**config.mk**
```make
export PLATFORM = sky130hd
export DESIGN_NAME = dsp_mac_seq
export DESIGN_NICKNAME = d
export VERILOG_FILES = /design/src/rtl/dsp_mac_seq.sv
export SDC_FILE = /design/constraint.sdc
export NUM_CORES = 1
export LEC_CHECK = 0
export ABC_AREA = 0
export CAP_MARGIN = 25
export CORE_UTILIZATION = 36
export CTS_CLUSTER_SIZE = 14
export DETAILED_ROUTE_END_ITERATION = 8
export PLACE_DENSITY = 0.85
export SYNTH_ARGS = -nofsm -noshare
export SYNTH_HDL_FRONTEND = slang
export SYNTH_SLANG_ARGS = --single-unit
```
**constraint.sdc**
```tcl
create_clock -name clk -period 1.6 [get_ports clk]
set_input_delay 0.24 -clock clk [delete_from_list [all_inputs] [get_ports clk]]
set_output_delay 0.24 -clock clk [all_outputs]
set_load 0.02 [all_outputs]
```
**src/rtl/dsp_mac_seq.sv**
```systemverilog
// dsp_mac_seq: sequencer for an external DSP slice that computes unsigned 18x18
// dot products over packets of operand pairs.
//
// Each accepted pair goes to the slice A/B inputs. The slice accumulates the
// products in its P register under OPMODE control from this block. The LAST
// pair of a packet starts a drain. After the drain, the P output is captured
// and presented as the result, together with the beat count.
//
// Ports
//   clk, rst_n           clock shared with the slice; synchronous active-low reset
//   s_valid/s_ready      operand-stream handshake
//   s_a, s_b, s_last     unsigned operand pair and end-of-packet marker
//   dsp_a, dsp_b         registered slice A/B inputs
//   dsp_opmode           registered slice OPMODE, aligned with the product
//   dsp_rstp             slice P-register reset (follows !rst_n combinationally)
//   dsp_p                slice P output
//   r_valid/r_ready      result handshake
//   r_data               accumulated dot product (mod 2^48)
//   r_count              beats in the packet, saturating at 255
module dsp_mac_seq #(
  parameter int unsigned MUL_LAT = 1
) (
  input  logic        clk,
  input  logic        rst_n,
  input  logic        s_valid,
  output logic        s_ready,
  input  logic [17:0] s_a,
  input  logic [17:0] s_b,
  input  logic        s_last,
  output logic [17:0] dsp_a,
  output logic [17:0] dsp_b,
  output logic [7:0]  dsp_opmode,
  output logic        dsp_rstp,
  input  logic [47:0] dsp_p,
  output logic        r_valid,
  input  logic        r_ready,
  output logic [47:0] r_data,
  output logic [7:0]  r_count
);

  typedef enum logic [1:0] {
    IDLE,
    ACCUM,
    DRAIN,
    HOLD
  } state_t;

  localparam logic [7:0] OP_FIRST = 8'h01;  // P = M
  localparam logic [7:0] OP_ACC   = 8'h09;  // P = P + M
  localparam logic [7:0] OP_HOLD  = 8'h08;  // P = P

  // The drain ends once the last product has reached P and been settled for a
  // cycle. That is MUL_LAT+2 edges after LAST is accepted.
  localparam logic [2:0] DRAIN_LAST = 3'(MUL_LAT + 1);

  state_t     state;
  logic [2:0] drain_cnt;
  logic       accept;
  logic [7:0] op_code;

  // op_pipe[0] is in step with dsp_a/dsp_b. Each further stage adds one cycle
  // of multiplier latency, so the last stage lines up with the product at the
  // post-adder.
  logic [7:0] op_pipe [0:MUL_LAT];

  always_comb begin
    s_ready = rst_n && ((state == IDLE) || (state == ACCUM));
    accept  = s_valid && s_ready;
    op_code = OP_HOLD;
    if (accept) begin
      op_code = (state == IDLE) ? OP_FIRST : OP_ACC;
    end
  end

  assign dsp_rstp   = ~rst_n;
  assign dsp_opmode = op_pipe[MUL_LAT];

  always_ff @(posedge clk) begin
    if (!rst_n) begin
      state     <= IDLE;
      drain_cnt <= '0;
      dsp_a     <= '0;
      dsp_b     <= '0;
      r_data    <= '0;
      r_count   <= '0;
      r_valid   <= 1'b0;
      for (int unsigned i = 0; i <= MUL_LAT; i++) begin
        op_pipe[i] <= OP_HOLD;
      end
    end else begin
      op_pipe[0] <= op_code;
      for (int unsigned i = 1; i <= MUL_LAT; i++) begin
        op_pipe[i] <= op_pipe[i-1];
      end

      if (accept) begin
        dsp_a <= s_a;
        dsp_b <= s_b;
        if (state == IDLE) begin
          r_count <= 8'd1;
        end else if (r_count != 8'hFF) begin
          r_count <= r_count + 8'd1;
        end
      end

      case (state)
        IDLE, ACCUM: begin
          if (accept) begin
            state     <= s_last ? DRAIN : ACCUM;
            drain_cnt <= '0;
          end
        end
        DRAIN: begin
          if (drain_cnt == DRAIN_LAST) begin
            state   <= HOLD;
            r_valid <= 1'b1;
            r_data  <= dsp_p;
          end else begin
            drain_cnt <= drain_cnt + 3'd1;
          end
        end
        HOLD: begin
          if (r_ready) begin
            r_valid <= 1'b0;
            state   <= IDLE;
          end
        end
        default: state <= IDLE;
      endcase
    end
  end

endmodule

```
# ---- After elaboration in Yosys (flattened, before gate mapping)
# Memories as Yosys holds them, arrays and structs flattened.
# Index checks and enable logic that the tools add are counted.
dict set report word_totals {
  mem_bits_rw 16
  elab_cells 54
  inputBits 89
  regBits 98
  n_memories 1
  output_inout_bits 103
}
dict set report classes {
  n_eq_ne 9
  n_bitwise 3
  muxes 19
  reduce_logical 13
  add_sub_neg 2
}
# name words word_bits rd rd_ports_with_merged_regs write_ports line
set memory_table {}
lappend memory_table {op_pipe 2 8 2 0 2 64} ;# logic [7:0] op_pipe [0:MUL_LAT];
# cell count
set ops {}
lappend ops {{two-way mux 8 bit} 4}
lappend ops {{AND reduction 3 bit} 3}
lappend ops {{adder 8 x 1 -> 8 bit, second input constant} 1}
lappend ops {{two-way mux 2 bit} 4}
lappend ops {{two-way mux 4 bit} 2}
lappend ops {{!= test 2 bit, second input constant} 4}
lappend ops {{!= test 8 bit, second input constant} 1}
lappend ops {{two-way mux 3 bit} 2}
lappend ops {{one-hot mux 2 bit (3 select lines)} 1}
lappend ops {{one-hot mux 3 bit (2 select lines)} 1}
lappend ops {{nonzero test 2 bit} 3}
lappend ops {{equality test 2 bit, second input constant} 2}
lappend ops {{two-way mux 1 bit} 4}
lappend ops {{AND reduction 2 bit} 2}
lappend ops {{adder 3 x 1 -> 3 bit, second input constant} 1}
lappend ops {{equality test 3 x 2 -> 1 bit, second input constant} 1}
lappend ops {{equality test 2 x 1 -> 1 bit, second input constant} 1}
lappend ops {{logical AND 1 bit} 2}
lappend ops {{logical NOT 2 bit} 1}
lappend ops {{OR 1 bit} 2}
lappend ops {{one-hot mux 1 bit (2 select lines)} 1}
lappend ops {{OR reduction 2 bit} 1}
lappend ops {{logical OR 1 bit} 1}
lappend ops {{NOT 1 bit} 1}

# ---- Depth between registers and ports, before layout
# Gate-level depths: netlist (run 1).
dict set report depth {
  word_depth 6
  mapped_depth 8
  mapped_depth_nobuf 6
}

# ---- Worst setup path after synthesis (run 1)
# OpenSTA, ideal clock, no wires.
dict set report synth_timing {
  path_type {flip-flop to flip-flop}
  from {reg r_count[0]}
  to {reg r_count[7]}
  period_less_slack_ns 1.616
  stages_incl_launch_ff 6
  n_path_buf 0
  setup_ns 0.125
  required_time_ns 1.475
  setup_slack_ns -0.016
  t_arrival_ns 1.491
  path_cell_list {dfxtp_1 ha_1 nand4_1 o311ai_2 or4_1 a21oi_1}
}
dict set report synth_between {
  elab_chain_len 3
}
# element line
set synth_rtl {}
lappend synth_rtl {{from (decl)} 38} ;# output logic [7:0] r_count
lappend synth_rtl {{from (signal assigned)} 102} ;# r_count <= r_count + 8'd1;
lappend synth_rtl {{adder 8 x 1 -> 8 bit or != test 8 bit (tied branches)} {102, 101}}
lappend synth_rtl {{two-way mux 8 bit or nonzero test 2 bit (tied branches)} n/a}
lappend synth_rtl {{two-way mux 8 bit or AND reduction 2 bit (tied branches)} n/a}
# Several ways; a longest one is shown, not always the timed one. The select of a mux whose other input is x is not followed.
# A chain may end at the register's enable or synchronous reset.

# ---- Worst setup path in the final report (run 1)
# Same ends and word-level chain as after synthesis.

==> flow_summary.yaml, run 1 <==
status:
  outcome: "complete, no violations"
synthesis:
  synth_top_cell_by_area: "dfxtp_1"
  synth-main-ff-cell: "dfxtp_1"
  synth_edf_count: 0
  ys_ff_latch: 102
  synth_top_cell_area_share_pct: 54.3
  synthCells: 465
  yosysWarnings: 0
  synth.avg_cell_area_sq_um: 8.09
  synth_seq_area_share_pct: 54.3
  ys_async_sr_fraction_pct: 0
  synthTopCellsByArea: "dfxtp_1 (54%), nand2_1 (18%), a21oi_1 (7.5%)"
  synth.distinct_cells: 39
  syn_area_sq_um: 3760
clock_network:
  cts_made_buffers: 9
  clockBufferDepth: 2
  clk_latency_ps: 360
  cts_max_level: 3
  cts_root_buf: "clkbuf_8"
  cts.clk_slew.worst_paths_ps: 100
  postCtsHoldBufs: 0
  tritoncts: "yes"
  cts.sinks: 102
routing:
  drc: 0
  dr.first_iter.drc_count: 132
  wl_per_cell_microns: 13.6
  wl_mm: 10.7
  via_per_inst: 4.83
  postRouteAntennaNets: 0
  dr.pass1.iters: 4
  vias: 3800
timing:
  hold_viol: 0
  fin_ws_ps: 24.9
  period_share_pct: 98.4
  setup_viol: 0
  rsz0062_at_grt: "true"
  max_freq_ghz: 0.635
  finClkSkew_ps: 11.6
  period_minus_slack_ps: 1580
  slew_viol_final: 0
die:
  core-area_sq_um: 9950
  boundaryPins: 192
  die-area_sq_um: 10900
  start_util_pct: 37.8
  die_w_microns: 104
  num_rows: 36
  die_h_microns: 104
power:
  p_sw_mw: 1.24
  ir_drop_mv: 0.524
  finalPower_mw: 5.06
  leakagePower_nw: 3.42
  p_sw_share_pct: 24.4
  intPower_mw: 3.82
  p_clk_share_pct: 33.1
  pwr-share-seq_pct: 52.6
  p_per_area_nw_per_um2: 818
  p_comb_share_pct: 14.3
layout:
  area_growth_pct: 64.5
  final_nets: 740
  drive_gt1_share_pct: 7.35
  finish.utilization_pct: 62.2
  diodes: 0
  final_cell_mix: "nand2_1 (176), clkdlybuf4s50_1 (110), dfxtp_1 (100), dlymetal6s2s_1 (62), a21oi_1 (55)"
  final_common_cell: "nand2_1"
setup_path:
  start_kind: "register"
  rrSetupSlack_ps: 20
  path_class: "reg2reg"
  critPathRequiredTime_ps: 1890
  cp-end-kind: "register"
  critPathMaxFanout: 6
  crit_arrival_ps: 1870
  crit_chain: "ha_4 > nand4_1 > o311ai_4 > or4_4 > a21oi_2"
  cpMaxStageDelayCell: "or4_4"
  critical_path.max_stage_delay_ps: 510
global_routing:
  grt_overflow: 0
  grt_max_degree: 50
  grt_pass1_vias: 3678
  antenna_found_initial: 0
  grt_use_total_pct: 19.0
  grt_first_pass_wirelength_mm: 16.7
placement:
  hpwl_mm: 7.53
  portBuffers: 185
  gp_congestion: 0.828
  pre_cts_ws_ps: -326
hold_path:
  hold_class: "in2reg"
job:
  drv_cap: 0
-- timing repair --
item / 4_1_cts / 5_1_grt
resized for setup: 13 / 70
pin swaps: 0 / 5
endpoints found under the setup margin: 12 / 73
buffers inserted: 0 / 2
gates cloned: 0 / 0
-- Yosys cell counts (2+ instances only) --
cell / number
nand2b_1: 3
buf_2: 8
nor2_1: 10
nand2_1: 176
or3_1: 2
o21ai_0: 3
ha_1: 3
nand3b_1: 3
inv_1: 2
nor3b_1: 2
o31ai_1: 2
a21oi_1: 56
buf_4: 8
mux2i_1: 2
clkbuf_1: 19
dfxtp_1: 102
nand3_1: 40
buf_1: 3
-- flip-flops by register name, indices dropped and copies added, names as in the netlist --
name / count
r_valid: 1
dsp_b: 18
state: 2
drain_cnt: 3
dsp_a: 18
r_count: 8
r_data: 48
op_pipe: 4
-- stage by stage --
stage	instances	cell area, sq um	hold slack [ps]	setup TNS, ps
6_report	786	6190	400	0
5_1_grt	786	6190	382	-142
4_1_cts	784	5980	378	0
3_5_place_dp	768	5790	407	-7610
3_3_place_gp	768	5790	401	-6390
2_1_floorplan	470	3780	339	0
-- critical path: cells and delay by family (launching register included) --
family | cells | cell delay (ps)
AO/OA/AOI/OAI | 2 | 280
adder cells (fa/ha/maj) | 1 | 150
flip-flops | 1 | 370
AND/OR/NAND/NOR | 2 | 710
-- worst paths after layout --
| path | cells after the start | endpoint | start |
|---|---|---|---|
| min | 3 | dsp_b[4] | s_b[4] |
| min reg2reg | 1 | op_pipe[0][11] | op_pipe[0][3] |
| max reg2reg | 5 | r_count[7] | r_count[0] |
| max | 5 | r_count[7] | r_count[0] |
-- power groups by stage --
stage | logic (mW) | clock network [mW] | registers [mW]
global placement | 0.715 | 0 | 2.72
detailed placement | 0.726 | 0 | 2.73
floorplan | 0.214 | 0 | 2.81
CTS | 0.724 | 1.73 | 2.67
finish | 0.721 | 1.68 | 2.66
global route | 0.774 | 1.84 | 2.68
-- area by class of cell --
class                   instances  area (sq um)
clock inverters                 4          55.1
well taps                     133           166
flip-flops and latches        102          2050
clock buffers                  12           155
inverters                       3          16.3
multi-input cells             326          1560
fillers                       792          3770
repair buffers                206          2190
-- cells by family after synthesis --
group,Yosys count,synth area share (%)
other,1,0.0997
AOI/OAI and AO/OA,68,10.1
DFF,102,54.3
buffers and inverters,42,5.59
adders and majority gates,3,0.998
xor gates and xnor gates,2,0.466
and+or+nand+nor,244,27.6
muxes,3,0.832
-- metal layers --
| layer | share of wire (%) | GRT usage, % | vias up |
|---|---|---|---|
| met1 | 41 | 21.2 | 1722 |
| met5 | 0 | 0 | - |
| met2 | 48 | 32.2 | 195 |
| met3 | 8.8 | 6.52 | 18 |
| li1 | - | - | 1865 |
| met4 | 2.0 | 9.69 | 0 |
No activity file was read; power rests on OpenSTA's default activity.
==> run 2: changes to the inputs <==
- CTS_CLUSTER_SIZE: 14 -> not set
- GPL_TIMING_DRIVEN: not set -> 0
==> run 2 against run 1 <==
Effect of this change: design area rose by 1.3%; clock-buffer cell count fell by 2; clock power fell by 2%.
==> flow_summary.yaml, run 2 (synthesized netlist as in run 1, its figures left out) <==
status:
  outcome: "complete, no violations"
die:
  die_w_microns: 104
  die-area_sq_um: 10900
  boundaryPins: 192
  die_h_microns: 104
  num_rows: 36
  core-area_sq_um: 9950
  start_util_pct: 37.8
setup_path:
  r2r-end: "r_count[7]"
  reg2reg_from: "r_count[1]"
  critPathRequiredTime_ps: 1360
  start_kind: "register"
  critical_path.max_stage_delay_ps: 620
  crit_chain: "clkdlybuf4s50_1"
  critPathMaxFanout: 2
  rrSetupSlack_ps: 50
  reg2reg_depth: 5
  critPathBufInv: 1
  cp-end-kind: "output port"
  path_delay_family: "buffers and inverters"
  crit_arrival_ps: 1320
  path_class: "reg2out"
  cpMaxStageDelayCell: "clkdlybuf4s50_1"
timing:
  setup_viol: 0
  hold_viol: 0
  period_share_pct: 97.5
  slew_viol_final: 0
  max_freq_ghz: 0.641
  finClkSkew_ps: 11.4
  tns_ps: 0
  period_minus_slack_ps: 1560
  rsz0062_at_grt: "true"
clock_network:
  cts_root_buf: "clkbuf_8"
  cts_made_buffers: 9
  cts.clk_slew.worst_paths_ps: 90
  cts_max_level: 3
  cts.sinks: 102
  postCtsHoldBufs: 0
  clockBufferDepth: 2
  clk_latency_ps: 360
  tritoncts: "yes"
job:
  drv_cap: 0
hold_path:
  hp-start: "rst_n"
  hold-path-cell-count: 2
  min_to: "op_pipe[0][11]"
  hold_class: "in2reg"
placement:
  gp_congestion: 0.816
  hpwl_mm: 8.43
  portBuffers: 184
routing:
  via_per_inst: 4.79
  vias: 3880
  dr.pass1.iters: 5
  wl_per_cell_microns: 14.0
  dr.first_iter.drc_count: 222
  drc: 0
  postRouteAntennaNets: 0
  wl_mm: 11.4
layout:
  register_area_sq_um: 2050
  area_growth_pct: 66.7
  regMostFlops: "r_data"
  largest_reg_flops: 48
  multi_input_area_sq_um: 1600
  fill_cells: 799
  drive_gt1_share_pct: 10.3
  finish.utilization_pct: 63.0
  final_common_cell: "nand2_1"
  diodes: 0
  final_nets: 764
  top_regs: "r_data (48), dsp_a (18), dsp_b (18)"
  final_cell_mix: "nand2_1 (176), clkdlybuf4s50_1 (111), dfxtp_1 (98), a21oi_1 (54), dlymetal6s2s_1 (52)"
global_routing:
  grt_max_degree: 18
  antenna_found_initial: 0
  grt_overflow: 0
  grt_first_pass_wirelength_mm: 17.8
  grt_use_total_pct: 20.3
  grt_pass1_vias: 3794
power:
  p_per_area_nw_per_um2: 806
  leakagePower_nw: 3.34
  ir_drop_mv: 0.509
[run 2: changes by cell type in the layout (fill, tap and decap cells not counted), sizes merged]
cell           change
buf                +8
clkbuf            +15
clkdlybuf4s50      +1
clkinv             -2
clkinvlp           +1
dlygate4sd2        +8
dlymetal6s2s      -10
inv                +3
[run 2: power by group]
group	total, mW	internal [mW]	leakage (nW)	switching, mW
registers	2.67	2.62	0.833	0.0486
clock network	1.64	0.739	0.0977	0.905
logic	0.739	0.394	2.41	0.345
total	5.05	3.75	3.34	1.30
[run 2: per-layer routing]
layer	vias to the layer above	global-route usage (%)	part of all wire [%]
li1	1920	-	-
met1	1778	21.6	40
met2	171	37.8	51
met3	11	5.70	7.9
met4	0	7.65	1.1
met5	-	0	0
[run 2: how the worst max path moves through the flow]
| stage | end | from | slack [ps] | depth (start not counted) |
|---|---|---|---|---|
| CTS | r_data[18] | drain_cnt[0] | 0.3 | 7 |
| floorplan | r_count[0] | r_count[1] | 4 | 5 |
| detailed placement | dsp_a[11] | s_valid | -440 | 6 |
| global route | r_count[5] | r_count[1] | -30 | 5 |
| global placement | dsp_b[7] | s_valid | -370 | 7 |
| finish | r_data[6] | r_data[6] | 40 | 1 |
[run 2: per-stage QoR]
step	worst slack [ps]	cell area [sq um]	hold slack (ps)	power (mW)	cells
2_1_floorplan	3.71	3780	339	3.02	470
3_3_place_gp	-373	5790	399	3.44	787
3_5_place_dp	-442	5790	410	3.45	787
4_1_cts	0.339	6060	164	5.11	806
5_1_grt	-32.0	6270	175	5.28	810
6_report	39.4	6270	182	5.05	810
[run 2: area by class of cell]
cell class	count	share of cell area, %
timing repair buffer	194	32.2
inverter	3	0.319
clock buffer	10	2.04
tap	133	2.65
multi-input combinational	326	25.5
buffer	36	3.47
sequential	102	32.7
clock inverter	6	1.10
[run 2: timing repair]
item                       in CTS  in global routing
pin swaps                       2                  6
setup endpoints to repair     104                114
buffers inserted                5                  5
gates resized for setup        45                 72
